<file path="config.mk">
export PLATFORM = sky130hd
export DESIGN_NAME = ysyx_040750_clint_mh
export DESIGN_NICKNAME = d
export VERILOG_FILES = /design/src/rtl/ysyx_040750_clint_mh.sv
export SDC_FILE = /design/constraint.sdc
export NUM_CORES = 1
export LEC_CHECK = 0
export ABC_AREA = 1
export CORE_MARGIN = 2
export CORE_UTILIZATION = 25
export CTS_BUF_LIST = sky130_fd_sc_hd__clkbuf_8
export CTS_CLUSTER_DIAMETER = 150
export DETAILED_ROUTE_END_ITERATION = 7
export GPL_TIMING_DRIVEN = 0
export HOLD_SLACK_MARGIN = 0.06
export SKIP_CTS_REPAIR_TIMING = 1
export SLEW_MARGIN = 20
export SYNTH_ARGS = -nofsm -noshare
export SYNTH_HDL_FRONTEND = slang
export SYNTH_SLANG_ARGS = --single-unit
</file>
<file path="constraint.sdc">
create_clock -name I_clk -period 2.4 [get_ports I_clk]
set_clock_uncertainty 0.15 [all_clocks]
set_input_delay 0.48 -clock I_clk [delete_from_list [all_inputs] [get_ports I_clk]]
set_output_delay 0.48 -clock I_clk [all_outputs]
set_load 0.005 [all_outputs]
</file>
<file path="src/rtl/ysyx_040750_clint_mh.sv">
// Multi-hart core-local interruptor: shared prescaled mtime, per-hart mtimecmp
// and msip, AXI-lite style read/write channels with OKAY/SLVERR responses.
module ysyx_040750_clint_mh #(
    parameter int unsigned NHART     = 2,
    parameter logic [31:0] BASE_ADDR = 32'h0200_0000,
    parameter int unsigned TICK_DIV  = 1
) (
    input  logic             I_clk,
    input  logic             I_rst_n,
    output logic [NHART-1:0] O_mtip,
    output logic [NHART-1:0] O_msip,
    input  logic [31:0]      I_clint_araddr,
    input  logic             I_clint_arvalid,
    output logic             O_clint_arready,
    output logic [63:0]      O_clint_rdata,
    output logic [1:0]       O_clint_rresp,
    output logic             O_clint_rvalid,
    input  logic             I_clint_rready,
    input  logic [31:0]      I_clint_awaddr,
    input  logic             I_clint_awvalid,
    output logic             O_clint_awready,
    input  logic [63:0]      I_clint_wdata,
    input  logic [7:0]       I_clint_wstrb,
    input  logic             I_clint_wvalid,
    output logic             O_clint_wready,
    output logic [1:0]       O_clint_bresp,
    output logic             O_clint_bvalid,
    input  logic             I_clint_bready
);

    localparam int unsigned PW = (TICK_DIV > 1) ? $clog2(TICK_DIV) : 1;
    localparam int unsigned IW = (NHART > 1) ? $clog2(NHART) : 1;
    localparam logic [28:0] BASE_WORD  = BASE_ADDR[31:3];
    localparam logic [28:0] MTIME_WORD = 29'h17FF;
    localparam logic [1:0]  RESP_OKAY  = 2'b00;
    localparam logic [1:0]  RESP_SLV   = 2'b10;

    typedef enum logic [1:0] {K_NONE, K_MSIP, K_CMP, K_TIME} kind_t;

    typedef struct packed {
        kind_t       kind;
        logic [10:0] idx;
    } dec_t;

    logic [63:0]      mtime;
    logic [PW-1:0]    presc;
    logic [NHART-1:0] msip;
    logic [63:0]      mtimecmp [NHART];

    logic             aw_held;
    logic [28:0]      aw_word;
    logic             w_held;
    logic [63:0]      w_data;
    logic [7:0]       w_strb;
    logic             bvalid;
    logic [1:0]       bresp;
    logic             rvalid;
    logic [63:0]      rdata;
    logic [1:0]       rresp;

    logic             tick;
    logic             commit;
    dec_t             rdec;
    dec_t             wdec;
    logic [63:0]      rd_val;
    logic [63:0]      wr_new;
    logic [NHART-1:0] mtip;
    logic             unused_addr_bits;

    // Word-granular decode relative to the base; wraps below base land unmapped.
    function automatic dec_t decode(input logic [28:0] waddr);
        logic [28:0] word;
        dec_t        d;
        word   = waddr - BASE_WORD;
        d.kind = K_NONE;
        d.idx  = word[10:0];
        if (word == MTIME_WORD) begin
            d.kind = K_TIME;
        end else if (word[28:11] == 18'd1 && 32'(word[10:0]) < NHART) begin
            d.kind = K_CMP;
        end else if (word[28:11] == 18'd0 && {20'd0, word[10:0], 1'b0} < NHART) begin
            d.kind = K_MSIP;
        end
        return d;
    endfunction

    // Current 64-bit view of a decoded register; unmapped reads as zero.
    function automatic logic [63:0] read_reg(input dec_t d);
        logic [63:0] v;
        v = '0;
        case (d.kind)
            K_TIME: v = mtime;
            K_CMP: begin
                for (int unsigned h = 0; h < NHART; h++) begin
                    if (11'(h) == d.idx) v = mtimecmp[IW'(h)];
                end
            end
            K_MSIP: begin
                for (int unsigned h = 0; h < NHART; h++) begin
                    if (11'(h / 2) == d.idx) begin
                        if (h % 2 == 1) v[32] = msip[IW'(h)];
                        else            v[0]  = msip[IW'(h)];
                    end
                end
            end
            default: v = '0;
        endcase
        return v;
    endfunction

    // Byte-lane merge of write data over the old register value.
    function automatic logic [63:0] merge(input logic [63:0] old, input logic [63:0] data,
                                          input logic [7:0] strb);
        logic [63:0] m;
        m = old;
        for (int b = 0; b < 8; b++) begin
            if (strb[b]) m[6'(b * 8) +: 8] = data[6'(b * 8) +: 8];
        end
        return m;
    endfunction

    // Decode, commit qualification and tick generation.
    always_comb begin
        tick   = (presc == PW'(TICK_DIV - 1));
        commit = aw_held && w_held && !bvalid;
        rdec   = decode(I_clint_araddr[31:3]);
        wdec   = decode(aw_word);
        rd_val = read_reg(rdec);
        wr_new = merge(read_reg(wdec), w_data, w_strb);
    end

    // Per-hart timer compare against the shared mtime.
    always_comb begin
        mtip = '0;
        for (int unsigned h = 0; h < NHART; h++) begin
            mtip[IW'(h)] = (mtime >= mtimecmp[IW'(h)]);
        end
    end

    assign unused_addr_bits = ^{I_clint_araddr[2:0], I_clint_awaddr[2:0]};

    assign O_mtip          = mtip;
    assign O_msip          = msip;
    assign O_clint_arready = !rvalid;
    assign O_clint_rdata   = rdata;
    assign O_clint_rresp   = rresp;
    assign O_clint_rvalid  = rvalid;
    assign O_clint_awready = !aw_held;
    assign O_clint_wready  = !w_held;
    assign O_clint_bresp   = bresp;
    assign O_clint_bvalid  = bvalid;

    // AW/W holders, commit and write response.
    always_ff @(posedge I_clk or negedge I_rst_n) begin
        if (!I_rst_n) begin
            aw_held <= 1'b0;
            aw_word <= '0;
            w_held  <= 1'b0;
            w_data  <= '0;
            w_strb  <= '0;
            bvalid  <= 1'b0;
            bresp   <= RESP_OKAY;
        end else begin
            if (!aw_held && I_clint_awvalid) begin
                aw_held <= 1'b1;
                aw_word <= I_clint_awaddr[31:3];
            end
            if (!w_held && I_clint_wvalid) begin
                w_held <= 1'b1;
                w_data <= I_clint_wdata;
                w_strb <= I_clint_wstrb;
            end
            if (commit) begin
                aw_held <= 1'b0;
                w_held  <= 1'b0;
                bvalid  <= 1'b1;
                bresp   <= (wdec.kind == K_NONE) ? RESP_SLV : RESP_OKAY;
            end else if (bvalid && I_clint_bready) begin
                bvalid <= 1'b0;
            end
        end
    end

    // Read channel: one-cycle latency, response held until rready.
    always_ff @(posedge I_clk or negedge I_rst_n) begin
        if (!I_rst_n) begin
            rvalid <= 1'b0;
            rdata  <= '0;
            rresp  <= RESP_OKAY;
        end else if (rvalid) begin
            if (I_clint_rready) rvalid <= 1'b0;
        end else if (I_clint_arvalid) begin
            rvalid <= 1'b1;
            rdata  <= rd_val;
            rresp  <= (rdec.kind == K_NONE) ? RESP_SLV : RESP_OKAY;
        end
    end

    // Prescaler and mtime; a committed mtime write overrides the tick.
    always_ff @(posedge I_clk or negedge I_rst_n) begin
        if (!I_rst_n) begin
            presc <= '0;
            mtime <= '0;
        end else begin
            presc <= tick ? '0 : presc + PW'(1);
            if (commit && wdec.kind == K_TIME) begin
                mtime <= wr_new;
            end else if (tick) begin
                mtime <= mtime + 64'd1;
            end
        end
    end

    // Per-hart mtimecmp and msip updates.
    always_ff @(posedge I_clk or negedge I_rst_n) begin
        if (!I_rst_n) begin
            for (int unsigned h = 0; h < NHART; h++) begin
                mtimecmp[IW'(h)] <= '1;
            end
            msip <= '0;
        end else if (commit) begin
            for (int unsigned h = 0; h < NHART; h++) begin
                if (wdec.kind == K_CMP && 11'(h) == wdec.idx) begin
                    mtimecmp[IW'(h)] <= wr_new;
                end
                if (wdec.kind == K_MSIP && 11'(h / 2) == wdec.idx) begin
                    msip[IW'(h)] <= (h % 2 == 1) ? wr_new[32] : wr_new[0];
                end
            end
        end
    end

endmodule
</file>
Word-level counts from Yosys, hierarchy flattened
Cells that the tools add are included.

Bitwise operators: 1. Reduce and logical (&&, ||, !) cells: 30. Order comparisons: 6. Equal/unequal tests: 13. Mux-type cells: 40. $add $sub $neg: 4.

Operators by type and width (count): $mux W64 (6); $pmux W31 S2 (4); $ge A64 B64 Y1 (2); $add A64 B1 Y64 const B (1); $eq A29 B13 Y1 const B (2); $sub A29 B23 Y29 const B (2); $eq A18 B1 Y1 const B (2); $logic_not A18 Y1 (2); $mux W8 (4); $lt A12 B2 Y1 const B (2); $eq A1 B11 Y1 const A (2); $logic_not A11 Y1 (2); $lt A11 B2 Y1 const B (2); $mux W1 (16); $logic_and A1 B1 Y1 (13); $mux W2 (6); $pmux W1 S3 (4); $eq A2 B2 Y1 const B (4); $reduce_and A2 Y1 (4); $reduce_bool A2 Y1 (3); $eq A2 B1 Y1 const B (2); $logic_not A1 Y1 (4); $logic_not A2 Y1 (2); $ne A2 B1 Y1 const B (1); 2 further kinds (2).

Word-level logic and storage cells: 109. Bits in registers: 332. Input bits: 143.

Longest topological paths before layout
Word-level depth: 10. Depth in mapped cells: 18. Gate-level depth less buffers: 16.

Least setup slack after synthesis
Ideal clock, no wire load.

Kind: flip-flop to output port. Start point: register mtimecmp[23] (netlist name). End point: output port O_mtip[1]. Data required time: 1.770 ns. Stages on the path, launching flop included: 11. Slack: 0.145 ns. Arrival: 1.625 ns. Path through: dfstp_2 -> inv_1 -> ha_1 -> nand2_1 -> nor3_1 -> nand3_1 -> nor4_1 -> nand2_1 -> nand2_1 -> nand2_1 -> nand3_1.

Cells in the longest elaborated chain, start to end: 1.

RTL lines: start, declared (line 48) `logic [63:0] mtimecmp [NHART];`; start signal, assigned by index (line 224) `mtimecmp[IW'(h)] <= wr_new;`; $ge A64 B64 Y1 (line 136) `mtip[IW'(h)] = (mtime >= mtimecmp[IW'(h)]);`; end, declared (line 10) `output logic [NHART-1:0] O_mtip,`.

Every way passes these cells.

Final worst setup path
Start point: register mtimecmp[62] (netlist name). End point: output port O_mtip[1].

The elaborated chain is that of the path after synthesis.

==> out/metrics.cfg <==
[cts]
clock-sinks = 329
cts_root_buf = clkbuf_8
clk_pin_slew_ns = 0.06
cts_tree = built
cts.path.max_buffers = 3
cts_buffers = 60
clk_latency_ns = 0.70
h-tree-depth = 2

[final_layout]
drive_gt1_share_pct = 18.48
fin_cells = 4254
seqCellArea_sq_mm = 0.008398
multi_input_area_sq_mm = 0.01156
final_area_sq_mm = 0.02698
syn_to_final_growth_pct = 29.26
fillers = 8724
final_core_util_pct = 32.76
nets = 3407

[timing]
tightest_slew_ns = 1.127
slew_headroom_pct = 24.86
finalHoldViolCount = 0
rsz0062_at_grt = true
timing.fmax_mhz = 289.3
post-route-min-period_ns = 3.456
maxSlewViolCount = 0
timing.final.crit_share_pct = 144.0
setup_slack_ns = -1.056
setup_viol = 187

[floorplan]
rows = 105
start_util_pct = 25.34
boundaryPins = 220
die-area_sq_mm = 0.08583
core-area_sq_mm = 0.08237
die_y_um = 293.0
die_x_um = 293.0

[setup_path]
critPathBufInv = 3
cp_cell_sequence = inv_1 > ha_1 > nand2_2 > nor2_2 > nand4_1 > inv_1 > nand2_2 > a21oi_1 > nor2_4 > nand3_2 > clkbuf_2
r2r_start = mtime[32]$_DFF_PN0_
endpoint_kind = output pin
r2r_end = mtime[39]$_DFF_PN0_
critPathArrivalTime_ns = 2.83
crit_fanout = 3
max_stage_delay_ns = 0.53
cp_slowest_cell = dfstp_2
reg2reg_setup_slack_ns = -0.31
cp.required_ns = 1.77
crit_type = flip-flop to output pin
critPathLaunchType = flip-flop
ff2ff_path_depth = 7
path_delay_family = simple AND/OR/NAND/NOR gates

[outcome]
outcome = finished, violations left
violations = negative setup slack

[routing]
wl_per_cell_um = 19.77
drt_iter0_drc = 1747
dr.pass1.iters = 5
postRouteAntennaNets = 0
drc = 0
vias = 20751
wirelength_um = 84110
avgViaCountPerCell = 4.878

[global_routing]
grt_usage_pct = 19.11
grt-ovfl-total = 0
grt_pass1_vias = 20038
grt_max_degree = 90
grt_antenna_before_repair = 3
grt_pass1_wl_um = 124500

[synthesis]
synth.distinct_cells = 46
yosysTopAreaCellShare_pct = 24.09
synthFlopType = dfrtp_1
avgSynthCellArea_sq_um = 7.350
async_reset_ff_share_pct = 100.0
syn_inst = 2840
synth_top_cell_by_area = dfrtp_1
synth_edf_count = 0
synth_area_leaders = dfrtp_1, nand2_1, dfstp_2
ys_ff_latch = 329
synthesis.area_sq_mm = 0.02088
yosys_warnings = 0
ys_seq_area_share_pct = 40.21

[pwr]
share_clk_of_total_power_pct = 38.9
power_switching_mw = 4.710
p_leak_nw = 11.81
p_comb_share_pct = 18.2
ir_worst_vdd_mv = 0.3752
swShare_pct = 31.06
p_per_area_mw_per_mm2 = 561.9
seqPwrFrac_pct = 42.8
p_int_mw = 10.45

[place]
place_ws_ns = -1.644
gp_congestion = 0.9892
dp_hpwl_um = 63320
placed_cells = 4091
io_buffers = 175
placed_cell_area_sq_mm = 0.02410

[min_path]
hold_path_class = primary input to asynchronous set/reset pin

[run]
maxCapViolCount = 0

## power by group through the flow
stage               logic (mW)  registers (mW)  clock network [mW]
global placement          2.50            6.55                   0
global route              3.07            6.56                6.26
detailed placement        2.57            6.57                   0
CTS                       2.58            6.49                6.02
finish                    2.77            6.49                5.90
floorplan                 1.55            6.47                   0
## sequential cells by signal, indices dropped and copies added, names as in the netlist
name and count:
w_strb 4, aw_held 1, O_clint_bvalid 1, O_clint_rresp 1, O_clint_bresp 1, w_held 1
w_data 32, O_msip 2, mtime 64, mtimecmp 128, O_clint_rvalid 1, O_clint_rdata 64
aw_word 29
## worst max-delay path by stage
| stage | cells after the start | startpoint | to | slack (ns) |
|---|---|---|---|---|
| after floorplan | 10 | mtimecmp[23]$_DFFE_PN1P_ | O_mtip[1] | 0.14 |
| after global placement | 1 | I_rst_n | w_data[16]$_DFFE_PN0P_ | -14.15 |
| after detailed placement | 10 | I_clint_araddr[4] | O_clint_rdata[26]$_DFFE_PN0P_ | -1.64 |
| after CTS | 11 | mtimecmp[87]$_DFFE_PN1P_ | O_mtip[0] | -1.86 |
| after global routing | 11 | mtimecmp[19]$_DFFE_PN1P_ | O_mtip[1] | -1.14 |
| final | 11 | mtimecmp[62]$_DFFE_PN1P_ | O_mtip[1] | -1.06 |
## cell usage in the layout, fill, tap and decap left out, types with 11 or more instances in the layout
master,instances
a21oi_1,120
a22oi_1,20
buf_12,12
buf_4,53
clkbuf_1,105
clkbuf_2,21
clkbuf_8,74
clkdlybuf4s50_1,171
clkinv_2,17
dfrtp_1,197
dfstp_2,128
ha_1,114
ha_4,18
inv_1,260
inv_2,20
mux2_2,44
nand2_1,920
nand2_2,55
nand3_1,89
nand3_2,15
nand4_1,42
nor2_1,197
nor2_2,14
nor2_4,18
nor3_1,26
nor3_2,11
o211ai_1,14
o21ai_0,132
o21ai_1,19
o22ai_1,78
xor2_1,43
## metrics by stage
stage / hold slack (ns) / setup TNS (ns) / total power, mW
after floorplan: 0.03441 / 0 / 8.018
after global placement: 0.2830 / -4275.58 / 9.050
after detailed placement: 0.2586 / -162.64 / 9.138
after CTS: -0.4873 / -111.60 / 15.08
after global routing: 0.1528 / -62.23 / 15.89
final: 0.1414 / -31.84 / 15.16
## cells by family after synthesis
kind of cell               synth area share (%)
adders and majority gates                 7.972
xor gates and xnor gates                  2.266
DFF                                       40.21
AOI/OAI and AO/OA                         10.52
other                                   0.01796
buffers and inverters                     8.457
and+or+nand+nor                           28.19
muxes                                     2.374
## layer usage
| metal | wire length, um | GRT usage [%] | vias up | share of wire, % |
|---|---|---|---|---|
| met5 | 10 | 0 | - | 0.012 |
| met4 | 3665 | 7.517 | 2 | 4.4 |
| met3 | 5801 | 3.275 | 202 | 6.9 |
| met2 | 39330 | 31.85 | 806 | 47 |
| met1 | 35310 | 24.57 | 9978 | 42 |
| li1 | - | - | 9763 | - |
## synthesized netlist by cell type, types with 3 or more instances
cell,instances
o21ai_0,141
clkbuf_1,137
xor2_1,43
xnor2_1,11
nor4_1,12
buf_2,19
buf_4,10
inv_2,10
or2_2,3
o22ai_1,81
dfstp_2,128
ha_1,133
nor2_1,214
buf_1,6
nand2_1,977
o21ai_1,12
nand3_1,103
nand3_2,4
inv_1,266
nor2_2,13
mux2_2,44
nand3b_1,7
a22oi_1,20
nand4_1,42
o211ai_1,14
nor3_1,40
nor3b_1,3
dfrtp_1,201
a21oi_1,120
## cell type report
class	count	share of cell area (%)
sequential	329	31.12
antenna	2	0.01855
inverter	276	3.965
multi-input combinational	2062	42.84
buffer	173	3.585
timing repair buffer	229	8.639
clock buffer	74	3.775
clock inverter	39	1.094
tap	1070	4.962
Power figures use the tool's default switching activity.
